[config.mk]
export PLATFORM = sky130hd
export DESIGN_NAME = mem_stage_lsu
export DESIGN_NICKNAME = d
export VERILOG_FILES = /design/src/rtl/mem_stage_lsu.sv
export SDC_FILE = /design/constraint.sdc
export NUM_CORES = 1
export LEC_CHECK = 0
export BUFFER_PORTS_ARGS = -buffer_cell sky130_fd_sc_hd__buf_2
export CORE_MARGIN = 4
export CORE_UTILIZATION = 25
export CTS_BUF_LIST = sky130_fd_sc_hd__clkbuf_4
export CTS_CLUSTER_DIAMETER = 40
export DETAILED_ROUTE_END_ITERATION = 8
export GPL_TIMING_DRIVEN = 0
export RECOVER_POWER = 100
export SYNTH_ARGS = -nofsm -noshare
export SYNTH_HDL_FRONTEND = slang
export SYNTH_SLANG_ARGS = --single-unit
[constraint.sdc]
create_clock -name clk -period 5.2 [get_ports clk]
set_input_delay 0.26 -clock clk [delete_from_list [all_inputs] [get_ports clk]]
set_output_delay 0.26 -clock clk [all_outputs]
set_load 0.01 [all_outputs]
[src/rtl/mem_stage_lsu.sv]
// Memory stage load/store unit: issues one word-aligned data-memory access per
// instruction, waits for ack, and registers the writeback fields.
module mem_stage_lsu #(
  parameter int unsigned REG_ADDR_W = 5,
  parameter int unsigned WB_MUX_W   = 2
) (
  input  logic                  clk,
  input  logic                  rst_n,
  input  logic                  in_valid,
  output logic                  in_ready,
  input  logic                  flush,
  input  logic [31:0]           alu_out,
  input  logic [31:0]           store_data,
  input  logic [REG_ADDR_W-1:0] rd_addr,
  input  logic                  reg_write,
  input  logic [WB_MUX_W-1:0]   wb_mux,
  input  logic [2:0]            funct3,
  input  logic                  mem_read,
  input  logic                  mem_write,
  output logic                  dmem_req,
  output logic                  dmem_we,
  output logic [31:0]           dmem_addr,
  output logic [31:0]           dmem_wdata,
  output logic [3:0]            dmem_be,
  input  logic [31:0]           dmem_rdata,
  input  logic                  dmem_ack,
  output logic [31:0]           alu_out_wb,
  output logic [31:0]           load_data_wb,
  output logic [REG_ADDR_W-1:0] rd_addr_out,
  output logic                  reg_write_out,
  output logic [WB_MUX_W-1:0]   wb_mux_out,
  output logic [2:0]            funct3_out,
  output logic                  out_valid,
  output logic                  mem_fault
);

  localparam int unsigned DATA_W = 32;
  localparam int unsigned BE_W   = DATA_W / 8;

  typedef enum logic {
    S_IDLE = 1'b0,
    S_WAIT = 1'b1
  } state_e;

  state_e                state_q, state_d;
  logic                  kill_q, kill_d;
  logic                  req_q, req_d;
  logic                  we_q, we_d;
  logic [BE_W-1:0]       be_q, be_d;
  logic [DATA_W-1:0]     addr_q, addr_d;
  logic [DATA_W-1:0]     wdata_q, wdata_d;
  logic [DATA_W-1:0]     p_alu_q, p_alu_d;
  logic [REG_ADDR_W-1:0] p_rd_q, p_rd_d;
  logic                  p_rw_q, p_rw_d;
  logic [WB_MUX_W-1:0]   p_wbm_q, p_wbm_d;
  logic [2:0]            p_f3_q, p_f3_d;
  logic                  p_load_q, p_load_d;
  logic [DATA_W-1:0]     alu_wb_q, alu_wb_d;
  logic [DATA_W-1:0]     ld_wb_q, ld_wb_d;
  logic [REG_ADDR_W-1:0] rd_out_q, rd_out_d;
  logic [WB_MUX_W-1:0]   wbm_out_q, wbm_out_d;
  logic [2:0]            f3_out_q, f3_out_d;
  logic                  valid_q, valid_d;
  logic                  rw_out_q, rw_out_d;
  logic                  fault_q, fault_d;

  logic              accept_c;
  logic              is_mem_c;
  logic              fault_c;
  logic              kill_now_c;
  logic [BE_W-1:0]   st_be_c;
  logic [DATA_W-1:0] st_wdata_c;
  logic [DATA_W-1:0] ld_shift_c;
  logic [DATA_W-1:0] ld_ext_c;

  assign in_ready   = (state_q == S_IDLE);
  assign accept_c   = in_valid & in_ready & ~flush;
  assign is_mem_c   = mem_read | mem_write;
  assign kill_now_c = kill_q | flush;

  // Illegal accesses are resolved at acceptance and never reach memory.
  always_comb begin
    fault_c = 1'b0;
    if (funct3[1:0] == 2'b01 && alu_out[0])                fault_c = 1'b1;
    if (funct3[1:0] == 2'b10 && alu_out[1:0] != 2'b00)     fault_c = 1'b1;
    if (mem_read && (funct3 == 3'b011 || funct3[2:1] == 2'b11)) fault_c = 1'b1;
    if (mem_write && funct3 > 3'b010)                       fault_c = 1'b1;
    if (mem_read && mem_write)                              fault_c = 1'b1;
    fault_c = fault_c & is_mem_c;
  end

  // Store lanes: narrow data replicated so any enabled lane carries it.
  always_comb begin
    st_be_c    = 4'b1111;
    st_wdata_c = store_data;
    case (funct3[1:0])
      2'b00: begin
        st_be_c    = 4'b0001 << alu_out[1:0];
        st_wdata_c = {4{store_data[7:0]}};
      end
      2'b01: begin
        st_be_c    = 4'b0011 << {alu_out[1], 1'b0};
        st_wdata_c = {2{store_data[15:0]}};
      end
      default: begin
        st_be_c    = 4'b1111;
        st_wdata_c = store_data;
      end
    endcase
  end

  // Load extraction from the returned word using the captured byte offset.
  always_comb begin
    ld_shift_c = dmem_rdata >> {p_alu_q[1:0], 3'b000};
    case (p_f3_q)
      3'b000:  ld_ext_c = {{24{ld_shift_c[7]}}, ld_shift_c[7:0]};
      3'b001:  ld_ext_c = {{16{ld_shift_c[15]}}, ld_shift_c[15:0]};
      3'b100:  ld_ext_c = {24'd0, ld_shift_c[7:0]};
      3'b101:  ld_ext_c = {16'd0, ld_shift_c[15:0]};
      default: ld_ext_c = dmem_rdata;
    endcase
  end

  // Next-state and registered-output logic.
  always_comb begin
    state_d   = state_q;
    kill_d    = kill_q;
    req_d     = req_q;
    we_d      = we_q;
    be_d      = be_q;
    addr_d    = addr_q;
    wdata_d   = wdata_q;
    p_alu_d   = p_alu_q;
    p_rd_d    = p_rd_q;
    p_rw_d    = p_rw_q;
    p_wbm_d   = p_wbm_q;
    p_f3_d    = p_f3_q;
    p_load_d  = p_load_q;
    alu_wb_d  = alu_wb_q;
    ld_wb_d   = ld_wb_q;
    rd_out_d  = rd_out_q;
    wbm_out_d = wbm_out_q;
    f3_out_d  = f3_out_q;
    valid_d   = 1'b0;
    rw_out_d  = 1'b0;
    fault_d   = 1'b0;
    case (state_q)
      S_IDLE: begin
        if (accept_c) begin
          if (!is_mem_c || fault_c) begin
            alu_wb_d  = alu_out;
            ld_wb_d   = '0;
            rd_out_d  = rd_addr;
            wbm_out_d = wb_mux;
            f3_out_d  = funct3;
            valid_d   = 1'b1;
            fault_d   = fault_c;
            rw_out_d  = reg_write & ~fault_c;
          end else begin
            state_d  = S_WAIT;
            kill_d   = 1'b0;
            req_d    = 1'b1;
            we_d     = mem_write;
            be_d     = mem_write ? st_be_c : 4'b1111;
            addr_d   = {alu_out[31:2], 2'b00};
            wdata_d  = mem_write ? st_wdata_c : '0;
            p_alu_d  = alu_out;
            p_rd_d   = rd_addr;
            p_rw_d   = reg_write;
            p_wbm_d  = wb_mux;
            p_f3_d   = funct3;
            p_load_d = mem_read;
          end
        end
      end
      S_WAIT: begin
        if (dmem_ack) begin
          state_d   = S_IDLE;
          req_d     = 1'b0;
          kill_d    = 1'b0;
          alu_wb_d  = p_alu_q;
          ld_wb_d   = p_load_q ? ld_ext_c : '0;
          rd_out_d  = p_rd_q;
          wbm_out_d = p_wbm_q;
          f3_out_d  = p_f3_q;
          valid_d   = ~kill_now_c;
          rw_out_d  = p_rw_q & ~kill_now_c;
        end else if (flush) begin
          kill_d = 1'b1;
        end
      end
      default: state_d = S_IDLE;
    endcase
  end

  always_ff @(posedge clk or negedge rst_n) begin
    if (!rst_n) begin
      state_q   <= S_IDLE;
      kill_q    <= 1'b0;
      req_q     <= 1'b0;
      we_q      <= 1'b0;
      be_q      <= '0;
      addr_q    <= '0;
      wdata_q   <= '0;
      p_alu_q   <= '0;
      p_rd_q    <= '0;
      p_rw_q    <= 1'b0;
      p_wbm_q   <= '0;
      p_f3_q    <= '0;
      p_load_q  <= 1'b0;
      alu_wb_q  <= '0;
      ld_wb_q   <= '0;
      rd_out_q  <= '0;
      wbm_out_q <= '0;
      f3_out_q  <= '0;
      valid_q   <= 1'b0;
      rw_out_q  <= 1'b0;
      fault_q   <= 1'b0;
    end else begin
      state_q   <= state_d;
      kill_q    <= kill_d;
      req_q     <= req_d;
      we_q      <= we_d;
      be_q      <= be_d;
      addr_q    <= addr_d;
      wdata_q   <= wdata_d;
      p_alu_q   <= p_alu_d;
      p_rd_q    <= p_rd_d;
      p_rw_q    <= p_rw_d;
      p_wbm_q   <= p_wbm_d;
      p_f3_q    <= p_f3_d;
      p_load_q  <= p_load_d;
      alu_wb_q  <= alu_wb_d;
      ld_wb_q   <= ld_wb_d;
      rd_out_q  <= rd_out_d;
      wbm_out_q <= wbm_out_d;
      f3_out_q  <= f3_out_d;
      valid_q   <= valid_d;
      rw_out_q  <= rw_out_d;
      fault_q   <= fault_d;
    end
  end

  assign dmem_req      = req_q;
  assign dmem_we       = we_q;
  assign dmem_be       = be_q;
  assign dmem_addr     = addr_q;
  assign dmem_wdata    = wdata_q;
  assign alu_out_wb    = alu_wb_q;
  assign load_data_wb  = ld_wb_q;
  assign rd_addr_out   = rd_out_q;
  assign wb_mux_out    = wbm_out_q;
  assign funct3_out    = f3_out_q;
  assign out_valid     = valid_q;
  assign reg_write_out = rw_out_q;
  assign mem_fault     = fault_q;

endmodule

==> flow_metrics.py, run 1 <==
metrics = {
    "outcome": {
        "run_status": "complete, but fails checks",
        "violations": "max-capacitance violations, max-slew violations",
    },
    "cts": {
        "clock_sinks": 161,
        "cts_buffers": 17,
        "clock_insertion_delay_worst_skew_ps": 580,
        "cts_resized": 0,
        "htreeDepth": 4,
        "clkTransAtPathRegs_ps": 130,
        "tritoncts": "built",
        "clock_path_buffers": 2,
        "ctsRootBufferMaster": "sky130_fd_sc_hd__clkbuf_4",
    },
    "timing": {
        "worst_slack_ps": 1540,
        "finalClockSkew_ps": 21.6,
        "final_min_period_over_clock_period": 0.704,
        "totalNegativeSetupSlack_ps": 0,
        "finalHoldViolations": 0,
        "timing_worst_slew_pin_value_ps": 2540,
        "min_clock_period_post_route_ps": 3660,
        "rsz0062_at_grt": "false",
        "report.final.slew_viol_count": 99,
        "fmax_ghz": 0.273,
        "timing.slew.headroom": -0.695,
        "setup_violations": 0,
    },
    "floorplan": {
        "initial_core_util": 0.256,
        "dieArea_um2": 35500,
        "placementRows": 65,
        "die_width_um": 189,
        "boundaryPins": 262,
        "core_region_area_um2": 31900,
        "die-height_um": 189,
    },
    "run": {
        "timing.max_cap.violations": 1,
    },
    "synthesis": {
        "syn-instance-count": 695,
        "yosys_most_used_dff": "sky130_fd_sc_hd__dfrtp_1",
        "synthDominantCellAreaShare": 0.494,
        "synth_enable_flop_cells": 0,
        "syn-mean-instance-area_um2": 11.7,
        "yosys.cell_types.count": 50,
        "synth-seq-cells": 161,
        "synth-async-reset-ratio": 1.00,
        "synth.yosys.seq_area_share": 0.494,
        "syn_area_um2": 8150,
        "yosys-top-cells-area": "sky130_fd_sc_hd__dfrtp_1, sky130_fd_sc_hd__mux2_2, sky130_fd_sc_hd__mux2_1, sky130_fd_sc_hd__mux2i_1, sky130_fd_sc_hd__buf_4",
        "ys_warn_count": 0,
        "synth.largest_area_cell": "sky130_fd_sc_hd__dfrtp_1",
    },
    "place": {
        "finalWeightedCongestion": 0.885,
        "post-place-cells": 1390,
        "pre_cts_slack_ps": 2740,
        "numPortBuffers": 258,
        "detailedPlacementHpwl_um": 19700,
    },
    "routing": {
        "final_antenna_net_count": 0,
        "drt_wl_total_um": 26900,
        "dr.pass1.iters": 4,
        "route.detailed.drc": 0,
        "drt_iter0_markers": 363,
        "wl_per_cell_um": 17.7,
        "vias_per_cell": 4.50,
        "via_count": 6828,
    },
    "cells_and_area": {
        "final_cell_mix": "sky130_fd_sc_hd__clkbuf_1, sky130_fd_sc_hd__dfrtp_1, sky130_fd_sc_hd__buf_2",
        "flow.area_growth_from_synthesis_pct": 34.6,
        "filler_cell_count": 3342,
        "mostFrequentLayoutCell": "sky130_fd_sc_hd__clkbuf_1",
        "final_nets": 1182,
        "postLayoutCoreUtil": 0.344,
        "final_cell_count_no_fill": 1518,
        "drive_above_1_share": 0.268,
    },
    "critical_path": {
        "cp.arrival_ps": 4130,
        "worst_setup_path_end_kind": "flip-flop",
        "slowest_delay_ps": 780,
        "cp_slowest_cell": "sky130_fd_sc_hd__a22oi_1",
        "worstSetupStartpointType": "input pin",
        "cpLargestDelayFamily": "buffers and inverters",
        "required_time_of_the_worst_setup_path_ps": 5660,
        "crit_path_max_fanout": 10,
        "critical_path_cell_sequence": "dlygate4sd3_1 > clkbuf_1 > a2111o_1 > a22oi_1 > and2_0 > clkbuf_1 > clkbuf_1 > mux2_1",
        "path_buf_inv": 4,
        "worst_path_most_repeated_cell": "sky130_fd_sc_hd__clkbuf_1",
        "worst-setup-path-type": "input pin to flip-flop",
    },
    "pwr": {
        "p_leak_nw": 4.74,
        "worst_ir_drop_vdd_mv": 0.180,
        "p_total_mw": 3.70,
        "power_per_cell_area_nw_per_um2": 337,
    },
    "hold_path": {
        "holdCritPathClass": "input pin to flip-flop",
    },
    "global_route": {
        "initial_antenna_violation_count": 3,
        "grt_first_pass_wirelength_um": 42400,
        "grt_start_max_net_pins": 99,
        "via_count_of_the_first_global_routing_pass": 7356,
        "grt_overflow": 0,
        "grt_util_all_layers": 0.152,
    },
}
repair_timing:
action	in CTS	in global routing
hold endpoints to repair	196	0
setup buffers	0	0
hold buffers	94	0
path summary, 6_finish.rpt:
check                                        from                           end  slack (ps)  depth (start not counted)
setup reg to reg                state_q$_DFF_PN0_    alu_out_wb[17]$_DFFE_PN0P_        2270                          5
hold reg to reg            p_wbm_q[1]$_DFFE_PN0P_        p_wbm_q[1]$_DFFE_PN0P_         500                          1
hold / removal                     dmem_rdata[17]  load_data_wb[17]$_DFFE_PN0P_          80                          3
min in group asynchronous                   rst_n   load_data_wb[3]$_DFFE_PN0P_         170                          2
max in group asynchronous                   rst_n    rd_addr_out[1]$_DFFE_PN0P_        2200                          3
setup / recovery                       alu_out[1]         p_rd_q[4]$_DFFE_PN0P_        1540                          8
per-layer routing:
metal,share of wire,vias up,global-route usage
li1,-,3208,-
met1,0.43,3376,0.193
met2,0.48,219,0.250
met3,0.072,25,0.0500
met4,0.014,0,0.0423
met5,0,-,0
per-stage QoR:
step,hold slack [ps],instance area [um^2]
floorplan,-35.6,8150
global placement,458,9990
detailed placement,235,10000
CTS,0.306,11200
global route,14.1,11000
finish,81.8,11000
worst reg2reg max path, stage by stage, from the launching register on:
cell and delay [ps]:
sky130_fd_sc_hd__dfrtp_1 460, sky130_fd_sc_hd__nor2_1 140, sky130_fd_sc_hd__nand2_1 240, sky130_fd_sc_hd__o21ai_0 970
sky130_fd_sc_hd__clkbuf_1 610, sky130_fd_sc_hd__mux2_2 410
synthesized netlist by cell type (all sizes together) (2+ instances only):
library cell / n
o31ai: 16
mux2i: 42
nand2b: 3
o21bai: 2
clkbuf: 30
a31oi: 2
nand4: 8
nor3: 2
nor2: 18
a2bb2oi: 7
inv: 22
a21oi: 13
o21ai: 29
a221o: 7
nand2: 46
nor2b: 19
a21o: 2
a22oi: 2
mux2: 146
nand3: 2
dfrtp: 161
o211ai: 29
a32o: 2
and2: 10
buf: 52
o221ai: 6
cell families after synthesis:
group,synth area share
other cells,0.000460
simple gates,0.0663
flops,0.494
mux,0.256
compound gates,0.112
buf+inv,0.0708
state kept, by name (all words and copies together), names as in the netlist:
name	cells
out_valid	1
p_rd_q	5
mem_fault	1
alu_out_wb	32
state_q	1
wb_mux_out	2
p_wbm_q	2
p_rw_q	1
p_f3_q	3
funct3_out	3
dmem_req	1
rd_addr_out	5
kill_q	1
p_load_q	1
dmem_we	1
reg_write_out	1
load_data_wb	32
dmem_wdata	32
dmem_be	4
p_alu_q	32
layout make-up:
| type | instances | area [um^2] | share of cell area |
|---|---|---|---|
| sequential | 161 | 4030 | 0.367 |
| tap | 435 | 544 | 0.0496 |
| timing repair buffer | 353 | 2070 | 0.188 |
| clock buffer | 18 | 135 | 0.0123 |
| clock inverter | 13 | 139 | 0.0127 |
| buffer | 82 | 433 | 0.0395 |
| multi-input combinational | 430 | 3530 | 0.322 |
| inverter | 23 | 86.3 | 0.00787 |
| antenna | 3 | 7.51 | 0.000684 |
power breakdown:
group | leakage, nW | internal, mW | switching, mW
Sequential | 2.02 | 1.53 | 0.172
Combinational | 2.58 | 0.580 | 0.646
Clock | 0.135 | 0.288 | 0.477
Total | 4.74 | 2.40 | 1.30
Note: power is estimated with default switching activity, not from simulation.
==> run 2, diff against run 1 <==
--- a/config.mk
+++ b/config.mk
@@ -5,6 +5,7 @@
 export SDC_FILE = /design/constraint.sdc
 export NUM_CORES = 1
 export LEC_CHECK = 0
+export ABC_AREA = 1
 export BUFFER_PORTS_ARGS = -buffer_cell sky130_fd_sc_hd__buf_2
 export CORE_MARGIN = 4
 export CORE_UTILIZATION = 25
==> constraint.sdc (replaced) <==
create_clock -name clk -period 3.3 [get_ports clk]
set_input_delay 0.165 -clock clk [delete_from_list [all_inputs] [get_ports clk]]
set_output_delay 0.165 -clock clk [all_outputs]
set_load 0.01 [all_outputs]
==> flow_metrics.py, run 2 <==
metrics = {
    "outcome": {
        "run_status": "complete, but fails checks",
        "violations": "max-capacitance violations, max-slew violations",
    },
    "cts": {
        "number_of_setup_buffers_added_after_cts": 0,
        "htreeDepth": 4,
        "clock_sinks": 161,
        "cts_buffers": 17,
        "ctsRootBufferMaster": "sky130_fd_sc_hd__clkbuf_4",
        "clock_insertion_delay_worst_skew_ps": 620,
        "clock_path_buffers": 2,
        "clkTransAtPathRegs_ps": 160,
        "cts.hold.buffers_added": 125,
        "cts_resized": 0,
        "tritoncts": "built",
    },
    "timing": {
        "finalClockSkew_ps": 24.0,
        "report.final.slew_viol_count": 74,
        "timing_worst_slew_pin_value_ps": 1990,
        "final_min_period_over_clock_period": 0.784,
        "min_clock_period_post_route_ps": 2590,
        "rsz0062_at_grt": "false",
        "worst_slack_ps": 714,
        "setup_violations": 0,
        "finalHoldViolations": 0,
        "timing.slew.headroom": -0.328,
        "fmax_ghz": 0.387,
    },
    "routing": {
        "route.detailed.drc": 0,
        "drt_iter0_markers": 514,
        "final_antenna_net_count": 0,
        "vias_per_cell": 4.46,
        "dr.pass1.iters": 5,
        "drt_wl_total_um": 30500,
        "wl_per_cell_um": 16.0,
        "via_count": 8499,
    },
    "critical_path": {
        "worst-setup-path-type": "input pin to flip-flop",
        "critical_path_cell_sequence": "dlygate4sd3_1 > buf_2 > nor2_4 > dlygate4sd3_1 > inv_1 > nand4_1 > nand2_1 > clkbuf_1 > buf_6 > nand3_1 > nand2_1",
        "slowest_delay_ps": 770,
        "path_buf_inv": 6,
        "crit_path_max_fanout": 10,
        "worst_setup_path_end_kind": "flip-flop",
        "cpLargestDelayFamily": "buffers and inverters",
        "crit-reg2reg-launch": "state_q$_DFF_PN0_",
        "cp_slowest_cell": "sky130_fd_sc_hd__clkbuf_1",
        "cp-startpoint": "mem_write",
        "required_time_of_the_worst_setup_path_ps": 3840,
        "cp.arrival_ps": 3120,
        "worstSetupStartpointType": "input pin",
    },
    "place": {
        "numPortBuffers": 259,
        "finalWeightedCongestion": 0.882,
        "detailedPlacementHpwl_um": 22100,
        "pre_cts_slack_ps": 1150,
        "post-place-cells": 1748,
    },
    "global_route": {
        "grt_util_all_layers": 0.171,
        "initial_antenna_violation_count": 1,
        "grt_first_pass_wirelength_um": 48400,
        "grt_start_max_net_pins": 89,
        "grt_overflow": 0,
        "via_count_of_the_first_global_routing_pass": 8789,
    },
    "synthesis": {
        "syn-mean-instance-area_um2": 7.75,
        "yosys.cell_types.count": 31,
        "synth.largest_area_cell": "sky130_fd_sc_hd__dfrtp_1",
        "yosys_most_used_dff": "sky130_fd_sc_hd__dfrtp_1",
        "synth_enable_flop_cells": 0,
        "synthDominantCellAreaShare": 0.494,
        "ys_warn_count": 0,
        "yosys-top-cells-area": "sky130_fd_sc_hd__dfrtp_1, sky130_fd_sc_hd__nand2_1, sky130_fd_sc_hd__nand3_1, sky130_fd_sc_hd__o21ai_0, sky130_fd_sc_hd__buf_4",
        "synth.yosys.seq_area_share": 0.494,
        "synth-seq-cells": 161,
        "synth-async-reset-ratio": 1.00,
        "syn-instance-count": 1052,
        "post-synth-top-count-cell": "sky130_fd_sc_hd__nand2_1",
        "yosys-top-cells-count": "sky130_fd_sc_hd__nand2_1, sky130_fd_sc_hd__dfrtp_1, sky130_fd_sc_hd__nand3_1",
        "syn_area_um2": 8160,
    },
    "pwr": {
        "power_per_cell_area_nw_per_um2": 529,
        "p_int_mw": 3.63,
        "power.share.combinational": 0.341,
        "share_clk_of_total_power": 0.208,
        "worst_ir_drop_vdd_mv": 0.215,
        "sequentialPowerShare": 0.451,
        "netSwitchingFraction": 0.393,
        "p_switching_mw": 2.34,
        "p_leak_nw": 5.76,
    },
    "floorplan": {
        "initial_core_util": 0.256,
        "placementRows": 65,
        "die_width_um": 189,
        "core_region_area_um2": 31900,
        "dieArea_um2": 35600,
        "boundaryPins": 262,
        "die-height_um": 189,
    },
    "cells_and_area": {
        "filler_cell_count": 3442,
        "flow.area_growth_from_synthesis_pct": 38.5,
        "final_cell_mix": "sky130_fd_sc_hd__nand2_1, sky130_fd_sc_hd__clkbuf_1, sky130_fd_sc_hd__dfrtp_1",
        "final_cell_count_no_fill": 1906,
        "drive_above_1_share": 0.155,
        "multi_input_comb_area_um2": 3140,
        "sequential_cell_area_um2": 4030,
        "mostFrequentLayoutCell": "sky130_fd_sc_hd__nand2_1",
        "final_nets": 1571,
    },
    "run": {
        "timing.max_cap.violations": 1,
    },
    "hold_path": {
        "holdCritPathClass": "input pin to flip-flop",
        "timing.hold.worst.start": "store_data[0]",
    },
}
-- run 2: changes by cell type after synthesis, sizes merged, moves of 42 or more --
cell	change
nand3	+109
mux2i	-42
inv	+62
o21ai	+83
nand2	+350
mux2	-146
-- run 2: power groups by stage --
stage	logic, mW	clock network (mW)	registers [mW]
after global placement	2.01	0	2.72
after CTS	2.17	1.31	2.69
after floorplan	1.08	0	2.81
after global routing	2.28	1.39	2.75
final	2.03	1.24	2.69
after detailed placement	2.05	0	2.73
-- run 2: cells by family (layout without fill, tap and decap cells) --
family,Yosys count,after routing,synth area share
DFF,161,161,0.494
buffers and inverters,180,597,0.113
other,1,3,0.000460
AOI/OAI and AO/OA,159,159,0.105
and+or+nand+nor,551,551,0.287
-- run 2: cell type report --
type / count / area share
multi-input cells: 712 / 0.278
flip-flops and latches: 161 / 0.357
inverters: 84 / 0.0279
diodes: 1 / 0.000222
clock inverters: 15 / 0.0131
well taps: 435 / 0.0482
repair buffers: 385 / 0.212
plain buffers: 96 / 0.0522
clock buffers: 17 / 0.0113
-- run 2: worst min-delay path, delay by kind of cell --
kind	cells	cell delay, ps
buf+inv	2	630
simple gates	2	100
-- run 2: final timing paths --
| path | to | depth (start not counted) | slack (ps) |
|---|---|---|---|
| worst max-delay path | load_data_wb[31]$_DFFE_PN0P_ | 11 | 710 |
| worst min-delay path | dmem_wdata[0]$_DFFE_PN0P_ | 4 | 300 |
| worst max register to register | state_q$_DFF_PN0_ | 8 | 730 |
| worst min register to register | dmem_req$_DFFE_PN0P_ | 2 | 500 |
| max in group asynchronous | load_data_wb[3]$_DFFE_PN0P_ | 3 | 1440 |
| min in group asynchronous | p_alu_q[21]$_DFFE_PN0P_ | 2 | 590 |
-- run 2: through the flow --
stage / hold WS (ps) / total power, mW / area [um^2] / TNS [ps] / utilization
floorplan: -131 / 3.89 / 8160 / 0 / -
global placement: 389 / 4.73 / 10000 / -108430 / 0.314
detailed placement: 177 / 4.77 / 10000 / 0 / 0.315
CTS: 34.0 / 6.18 / 11600 / 0 / 0.363
global route: 262 / 6.42 / 11300 / 0 / 0.354
finish: 303 / 5.97 / 11300 / 0 / 0.354
-- run 2: per-layer routing --
metal,GRT usage,vias to the layer above,share of wire
li1,-,4143,-
met1,0.221,4024,0.44
met2,0.289,289,0.48
met3,0.0332,43,0.053
met4,0.0594,0,0.023
met5,0,-,0
